==> config.mk <==
export PLATFORM = sky130hd
export DESIGN_NAME = instr_issue_unit
export DESIGN_NICKNAME = d
export VERILOG_FILES = /design/src/rtl/instr_issue_unit.sv
export SDC_FILE = /design/constraint.sdc
export NUM_CORES = 1
export LEC_CHECK = 0
export BUFFER_PORTS_ARGS = -buffer_cell sky130_fd_sc_hd__buf_2
export CELL_PAD_IN_SITES_DETAIL_PLACEMENT = 1
export CELL_PAD_IN_SITES_GLOBAL_PLACEMENT = 2
export CORE_UTILIZATION = 45
export DETAILED_ROUTE_END_ITERATION = 8
export HOLD_SLACK_MARGIN = 0.15
export PLACE_DENSITY = 0.84
export SETUP_SLACK_MARGIN = 0.05
export SYNTH_ARGS = -nofsm -noshare
export SYNTH_HDL_FRONTEND = slang
export SYNTH_SLANG_ARGS = --single-unit
==> constraint.sdc <==
create_clock -name Clk -period 10.6 [get_ports Clk]
set_input_delay 1.59 -clock Clk [delete_from_list [all_inputs] [get_ports Clk]]
set_output_delay 1.59 -clock Clk [all_outputs]
set_load 0.005 [all_outputs]
==> src/rtl/instr_issue_unit.sv <==
// rtl/instr_issue_unit.sv - program-buffer driven instruction issuer and result collector
// Streams prog[] into the pipeline with optional bubbles and captures ALUIn LATENCY cycles later.
module instr_issue_unit #(
  parameter int DEPTH   = 16,
  parameter int AW      = 4,
  parameter int LATENCY = 2,
  parameter int GAP     = 0
) (
  input  logic          Clk,
  input  logic          Reset,
  input  logic          LoadEn,
  input  logic [AW-1:0] LoadAddr,
  input  logic [31:0]   LoadData,
  input  logic          Start,
  input  logic [AW:0]   NumInstr,
  input  logic [31:0]   ALUIn,
  input  logic [AW-1:0] ResAddr,
  output logic [31:0]   InstrOut,
  output logic          WriteEnable,
  output logic [31:0]   ResData,
  output logic          Busy,
  output logic          Done
);

  typedef enum logic [2:0] {IDLE, ISSUE, BUBBLE, DRAIN, DONE} state_t;

  state_t                    state_q, state_d;
  logic [AW:0]               pc_q, pc_d;
  logic [AW:0]               n_q, n_d;
  logic [2:0]                bub_q, bub_d;
  logic [LATENCY-1:0]        dl_v_q, dl_v_d;
  logic [LATENCY-1:0][AW-1:0] dl_idx_q, dl_idx_d;
  logic [31:0]               instr_q, instr_d;
  logic                      we_q, we_d;
  logic                      busy_q, busy_d;
  logic                      done_q, done_d;

  logic                      push_v;
  logic                      pend;
  logic                      running;

  logic [31:0] prog_mem [DEPTH];
  logic [31:0] res_mem  [DEPTH];

  assign running = (state_q == ISSUE) || (state_q == BUBBLE) || (state_q == DRAIN);

  always_comb begin
    state_d = state_q;
    pc_d    = pc_q;
    n_d     = n_q;
    bub_d   = bub_q;
    instr_d = 32'h0;
    we_d    = 1'b0;
    push_v  = 1'b0;
    busy_d  = running;
    done_d  = (state_q == DONE);
    pend    = 1'b0;

    case (state_q)
      IDLE: begin
        if (Start) begin
          n_d     = (NumInstr > (AW+1)'(DEPTH)) ? (AW+1)'(DEPTH) : NumInstr;
          pc_d    = '0;
          bub_d   = '0;
          state_d = (n_d == '0) ? DONE : ISSUE;
        end
      end
      ISSUE: begin
        instr_d = prog_mem[pc_q[AW-1:0]];
        we_d    = 1'b1;
        push_v  = 1'b1;
        pc_d    = pc_q + 1'b1;
        bub_d   = '0;
        if (GAP > 0)
          state_d = BUBBLE;
        else if (pc_d == n_q)
          state_d = DRAIN;
      end
      BUBBLE: begin
        bub_d = bub_q + 1'b1;
        if (bub_q == 3'(GAP - 1))
          state_d = (pc_q == n_q) ? DRAIN : ISSUE;
      end
      DRAIN: ;
      DONE: state_d = IDLE;
      default: state_d = IDLE;
    endcase

    dl_v_d[0]   = push_v;
    dl_idx_d[0] = pc_q[AW-1:0];
    for (int k = 1; k < LATENCY; k++) begin
      dl_v_d[k]   = dl_v_q[k-1];
      dl_idx_d[k] = dl_idx_q[k-1];
    end

    // Leave for DONE once the last slot has reached the tail: its capture lands on the
    // same edge that raises Done, so Done coincides with the last result being visible.
    for (int k = 0; k < LATENCY - 1; k++)
      pend = pend | dl_v_d[k];
    if (running && (pc_d == n_q) && !pend)
      state_d = DONE;
  end

  always_ff @(posedge Clk) begin
    if (Reset) begin
      state_q  <= IDLE;
      pc_q     <= '0;
      n_q      <= '0;
      bub_q    <= '0;
      dl_v_q   <= '0;
      dl_idx_q <= '0;
      instr_q  <= 32'h0;
      we_q     <= 1'b0;
      busy_q   <= 1'b0;
      done_q   <= 1'b0;
    end else begin
      state_q  <= state_d;
      pc_q     <= pc_d;
      n_q      <= n_d;
      bub_q    <= bub_d;
      dl_v_q   <= dl_v_d;
      dl_idx_q <= dl_idx_d;
      instr_q  <= instr_d;
      we_q     <= we_d;
      busy_q   <= busy_d;
      done_q   <= done_d;
    end
  end

  // Buffers survive reset; only in-flight captures are dropped.
  always_ff @(posedge Clk) begin
    if (!Reset) begin
      if (LoadEn && (state_q == IDLE))
        prog_mem[LoadAddr] <= LoadData;
      if (dl_v_q[LATENCY-1])
        res_mem[dl_idx_q[LATENCY-1]] <= ALUIn;
    end
  end

  assign InstrOut    = instr_q;
  assign WriteEnable = we_q;
  assign Busy        = busy_q;
  assign Done        = done_q;
  assign ResData     = res_mem[ResAddr];

endmodule

* Word-level counts from Yosys, hierarchy flattened *
Memories as Yosys holds them, arrays and structs flattened. A register that Yosys moved wholly into a read port is not among the register bits.
Index checks and enable logic that the tools add are counted.

storage, ports and cells
  bits in registers = 29
  RAM bits = 1024
  input bits = 81
  output and inout bits = 67
  word-level logic and storage cells = 67
  memories kept = 2

memory list
  name      words  width  rd ports  clocked after memory_dff  write ports  line  source
  prog_mem  16     32     1         1                         1            42    logic [31:0] prog_mem [DEPTH];
  res_mem   16     32     1         0                         1            43    logic [31:0] res_mem [DEPTH];

cells by class
  add/subtract/negate cells = 2
  order comparisons = 1
  equal/unequal tests = 15
  muxes and demuxes = 19
  bitwise gates (word level) = 2
  reduce and logical (&&, ||, !) cells = 15

operators with widths
  cell                                                              number
  3-bit two-way mux                                                 6
  5-bit == test                                                     3
  3-bit case mux with 4 select lines                                1
  5-bit two-way mux                                                 2
  5-bit case mux with 2 select lines                                1
  3-bit case mux with 3 select lines                                1
  4-bit AND reduction                                               2
  1-bit two-way mux                                                 7
  3-bit by 2-bit == test with 1-bit output (second input constant)  2
  3-bit == test (second input constant)                             2
  2-bit by 1-bit != test with 1-bit output (second input constant)  3
  3-bit by 1-bit != test with 1-bit output (second input constant)  2
  5-bit by 1-bit adder with 5-bit output (second input constant)    1
  5-bit greater-than comparator (second input constant)             1
  5-bit zero test                                                   1
  2-bit AND reduction                                               2
  2-bit OR reduction                                                2
  3-bit by 1-bit adder with 3-bit output (second input constant)    1
  3-bit by 1-bit == test with 1-bit output (second input constant)  1
  1-bit logical AND                                                 3
  3-bit zero test                                                   1
  3-bit != test (second input constant)                             1
  3-bit nonzero test                                                1
  1-bit logical OR                                                  2
  4 further kinds                                                   5

* Logic depth before layout (Yosys ltp) *
  depth in word-level cells = 7
  mapped depth = 7
  mapped depth without buffers = 7

* Worst setup path before layout *
Ideal clock, no wire load.

  path type = input port to flip-flop
  start = input port Reset
  end = memory res_mem[8][0], enable pin
  setup time = 461 ps
  arrival time = 4622 ps
  data required time = 10139 ps
  setup slack = 5516 ps
  cell stages on the path = 4
  buffers on the path = 1
  cells stage by stage = clkbuf_1 nand2b_1 or3b_2 nor3_1

between the ends
  cells in the longest elaborated chain, start to end = 2

RTL lines
  item                                     line  source
  from (decl)                              10    input logic Reset,
  1-bit two-way mux                        132   if (!Reset) begin
  1-bit two-way mux (implied by the code)  136   res_mem[dl_idx_q[LATENCY-1]] <= ALUIn;
  to (decl)                                43

Every way passes these cells.

* Worst setup path in the final report *
  start = input port ResAddr[0]
  end = output port ResData[0]

between the ends
  cells in the longest elaborated chain, start to end = 1

RTL lines
  item                line  source
  from (decl)         17    input logic [AW-1:0] ResAddr,
  memory 16 x 32 bit  n/a
  to (decl)           20    output logic [31:0] ResData,

Every way passes these cells.

==> impl_summary.txt <==
----------------------------------------------------
[Worst hold path]
  Destination of the worst hold path ... dl_idx_q[5]
  Worst hold start ... dl_idx_d[5]
  Cell count of the worst hold path ... 1
  Min-delay worst type ... reg2reg

[Run status]
  Outcome ... finished, final reports clean

[Logic synthesis]
  Top FF cell, synth ... sky130_fd_sc_hd__edfxtp_1
  Synthesized area ... 40700 um2
  Proportion of register bits with asynchronous set or reset after synthesis ... 0
  Register area share after synthesis ... 0.784
  Synthesized instance count ... 1691
  EDFF count, synth ... roughly 1k
  Avg Synthesized Cell Area ... 24.1 um2
  Warnings, synthesis ... 0
  Synth cell types ... 50
  Flop and latch count out of synthesis ... 1084
  Net count after synthesis ... 1775

[Worst setup path]
  Destination of the worst register-to-register timing path ... InstrOut[3]
  Max FO, Critical Path ... 82
  Longest individual stage delay on the worst path ... 0.83 ns
  CP Launch Type ... input port
  Data required time at the worst endpoint ... 9.01 ns
  Slowest cell on the critical path ... sky130_fd_sc_hd__buf_4
  Crit Path Class ... in2out
  Kind of end point of the critical path ... output pin
  Start of the worst register-to-register path ... pc_q[1]
  Most common cell type on the critical path ... sky130_fd_sc_hd__mux4_2
  Cell chain of the critical path ... clkbuf_8, buf_4, mux4_2, mux4_2, buf_2
  WP data arrival ... 4.53 ns
  Cells on worst reg2reg path ... 5
  R2R setup slack ... a little over 7 ns

[Clock tree]
  Maximum count of clock buffers along a single path ... 3
  CTS hold repair buffers ... 0
  TritonCTS clock tree ... done
  Total of cells resized after clock tree synthesis ... 0
  Root Buffer ... sky130_fd_sc_hd__clkbuf_16
  Total number of H-tree levels ... 3
  Total setup buffers inserted after CTS ... 0
  Clock net sink count ... 1084
  CTS Buf Count ... 107
  Clock edge transition at the registers on the reported setup and hold paths ... 0.06 ns
  Clock Latency Late Sink ... 0.69 ns

[GRT]
  Combined global-route utilization of all metal layers ... 0.205
  Number of antenna violations at the first check in global routing ... 17
  Number of global-route vias before repair ... 20.0k
  Maximum number of pins on one net before global-route repair ... 83
  GR Overflow Total ... 0
  First-pass GRT wire length ... 134000 um

[Drt]
  Routed via count divided by cell count ... 5.79
  Final routed wire length divided by cell count ... 29.2 um
  Antenna-violating nets left ... 0
  Total wirelength of the detailed-routed design ... 92800 um
  Length of the first detailed-routing pass in iterations ... 5
  Number of DRC markers after the initial detailed-route iteration ... 1512
  Number of remaining DRC errors ... 0
  Vias after detailed routing ... 18.4k

[STA]
  Final-layout worst hold slack ... around 0.44 ns
  Max Slew Vio Count ... 0
  Final TNS setup ... 0 ns
  Setup violators final ... 0
  Max transition margin ... 0.228
  Fin. Hold Viols ... 0
  Share of the cycle needed by the critical path after routing ... 0.577
  Clock skew ... 0.0611 ns
  F_max ... 163 MHz
  Actual slew at the worst max-slew pin ... 1.16 ns
  Setup repair after global routing missed its margin ... no
  Tmin final ... between 6 and 7 ns

[Place]
  Weighted congestion at the end of routability-driven global placement ... approximately 0.75
  Post-detailed-placement half-perimeter wirelength ... 47300 um
  Count of port buffers added during placement ... 147

[Layout]
  Most common cell after layout, fill and taps aside ... sky130_fd_sc_hd__edfxtp_1
  Layout cells sized above 1 ... 0.355
  Total Nets Final ... approximately 2k
  Area added between synthesis and finish ... 14.6%
  Commonest cells after routing, fill and taps aside ... 1024 x sky130_fd_sc_hd__edfxtp_1, 320 x sky130_fd_sc_hd__mux4_2, 145 x sky130_fd_sc_hd__buf_2, 108 x sky130_fd_sc_hd__clkbuf_16, 56 x sky130_fd_sc_hd__dfxtp_1

[Floorplanning]
  Die outline area ... 91800 um2
  Cell row count ... between 100 and 150
  Starting utilization of the core area ... 0.453
  Area of the placeable core ... 89900 um2
  Chip width ... 303 um
  Height of the chip ... ~300 um
  Top Ports ... 148

[Flow run]
  Count of maximum capacitance violations ... 0

[Pwr]
  Lkg Pwr ... 14.6 nW
  Worst voltage drop across the vdd grid ... 177 uV
  Power per cell area ... 206 nW/um2

----------------------------------------------------
## sequential cells by signal, indices dropped and copies added, names as in the netlist
name,count
res_mem,512
dl_idx_d,4
bub_q,3
pc_q,5
n_q,5
dl_idx_q,4
state_q,3
prog_mem,512
dl_v_q,2
InstrOut,32
Busy,1
Done,1
## stage by stage
step                       util  total power, mW  cell area [um2]  cells  worst slack (ns)
after floorplan               -             5.63            40700   1691              5.52
after global routing      0.519             9.91            46700   3181              4.21
final                     0.519             9.61            46700   3182              4.48
after global placement    0.480             5.89            43100   2974              4.41
after CTS                 0.519             9.71            46700   3176              4.35
after detailed placement  0.480             5.92            43100   2974              4.37
## worst max-delay path: cells and delay by family
kind	cells	cell delay, ns
buffers and inverters	3	1.68
muxes	2	1.13
## layout make-up
class | instances | area, um2
multi-input combinational | 519 | 8600
clock inverter | 75 | 751
antenna | 6 | 15.0
inverter | 4 | 15.0
fill | 7717 | 43200
clock buffer | 127 | 2790
timing repair buffer | 191 | 1080
tap | 1176 | 1470
sequential | 1084 | 32000
## how the worst max path moves through the flow
stage / endpoint / slack, ns / from / cells past startpoint
6_report: ResData[0] / 4.48 / ResAddr[0] / 5
3_3_place_gp: ResData[0] / 4.41 / ResAddr[0] / 5
5_1_grt: ResData[0] / 4.21 / ResAddr[0] / 5
3_5_place_dp: ResData[21] / 4.37 / ResAddr[0] / 5
2_1_floorplan: res_mem[8][0] / 5.52 / Reset / 4
4_1_cts: ResData[0] / 4.35 / ResAddr[0] / 5
## metal layers
metal  vias up  global-route usage  part of all wire
li1       7664                   -                 -
met1      9874               0.251              0.38
met2       688               0.357              0.52
met3       179              0.0488             0.069
met4        22              0.0678             0.028
met5         -                   0            0.0016
## where the power goes
part / switching [mW] / internal [mW] / total, mW
logic: 0.486 / 0.513 / 0.999
clock network: 1.61 / 2.18 / 3.80
registers: 0.0563 / 4.76 / 4.81
## logic make-up after synthesis
logic type,share of synthesized area
AO/OA/AOI/OAI,0.00550
XOR/XNOR,0.00172
adder cells (fa/ha/maj),0.000921
buffers and inverters,0.0103
flip-flops,0.784
multiplexers,0.177
AND/OR/NAND/NOR,0.0201
## Yosys cell counts (2+ instances only)
cell type | number | share of area
sky130_fd_sc_hd__xor2_1 | 3 | 0.00064
sky130_fd_sc_hd__o21ai_1 | 2 | 0.00025
sky130_fd_sc_hd__nor2_1 | 45 | 0.0041
sky130_fd_sc_hd__or3_1 | 5 | 0.00077
sky130_fd_sc_hd__a211oi_1 | 2 | 0.00037
sky130_fd_sc_hd__a22o_1 | 2 | 0.00043
sky130_fd_sc_hd__nor3_1 | 9 | 0.0011
sky130_fd_sc_hd__nand2_1 | 16 | 0.0015
sky130_fd_sc_hd__a31oi_1 | 3 | 0.00046
sky130_fd_sc_hd__buf_2 | 25 | 0.0031
sky130_fd_sc_hd__ha_1 | 3 | 0.00092
sky130_fd_sc_hd__nor2b_1 | 41 | 0.0063
sky130_fd_sc_hd__inv_1 | 4 | 0.00037
sky130_fd_sc_hd__nand2b_1 | 6 | 0.00092
sky130_fd_sc_hd__or4_1 | 2 | 0.00037
sky130_fd_sc_hd__clkbuf_1 | 42 | 0.0039
sky130_fd_sc_hd__nand3b_1 | 6 | 0.0011
sky130_fd_sc_hd__and3_1 | 3 | 0.00046
sky130_fd_sc_hd__mux4_2 | 320 | 0.18
sky130_fd_sc_hd__buf_1 | 9 | 0.00083
sky130_fd_sc_hd__edfxtp_1 | 1024 | 0.75
sky130_fd_sc_hd__a22oi_1 | 3 | 0.00055
sky130_fd_sc_hd__o21ai_0 | 4 | 0.00049
sky130_fd_sc_hd__nand3_1 | 5 | 0.00061
sky130_fd_sc_hd__nor3b_1 | 4 | 0.00074
sky130_fd_sc_hd__dfxtp_1 | 60 | 0.029
sky130_fd_sc_hd__buf_6 | 7 | 0.0019
sky130_fd_sc_hd__xnor2_1 | 5 | 0.0011
sky130_fd_sc_hd__a21oi_1 | 10 | 0.0012
Note: power is estimated with default switching activity, not from simulation.
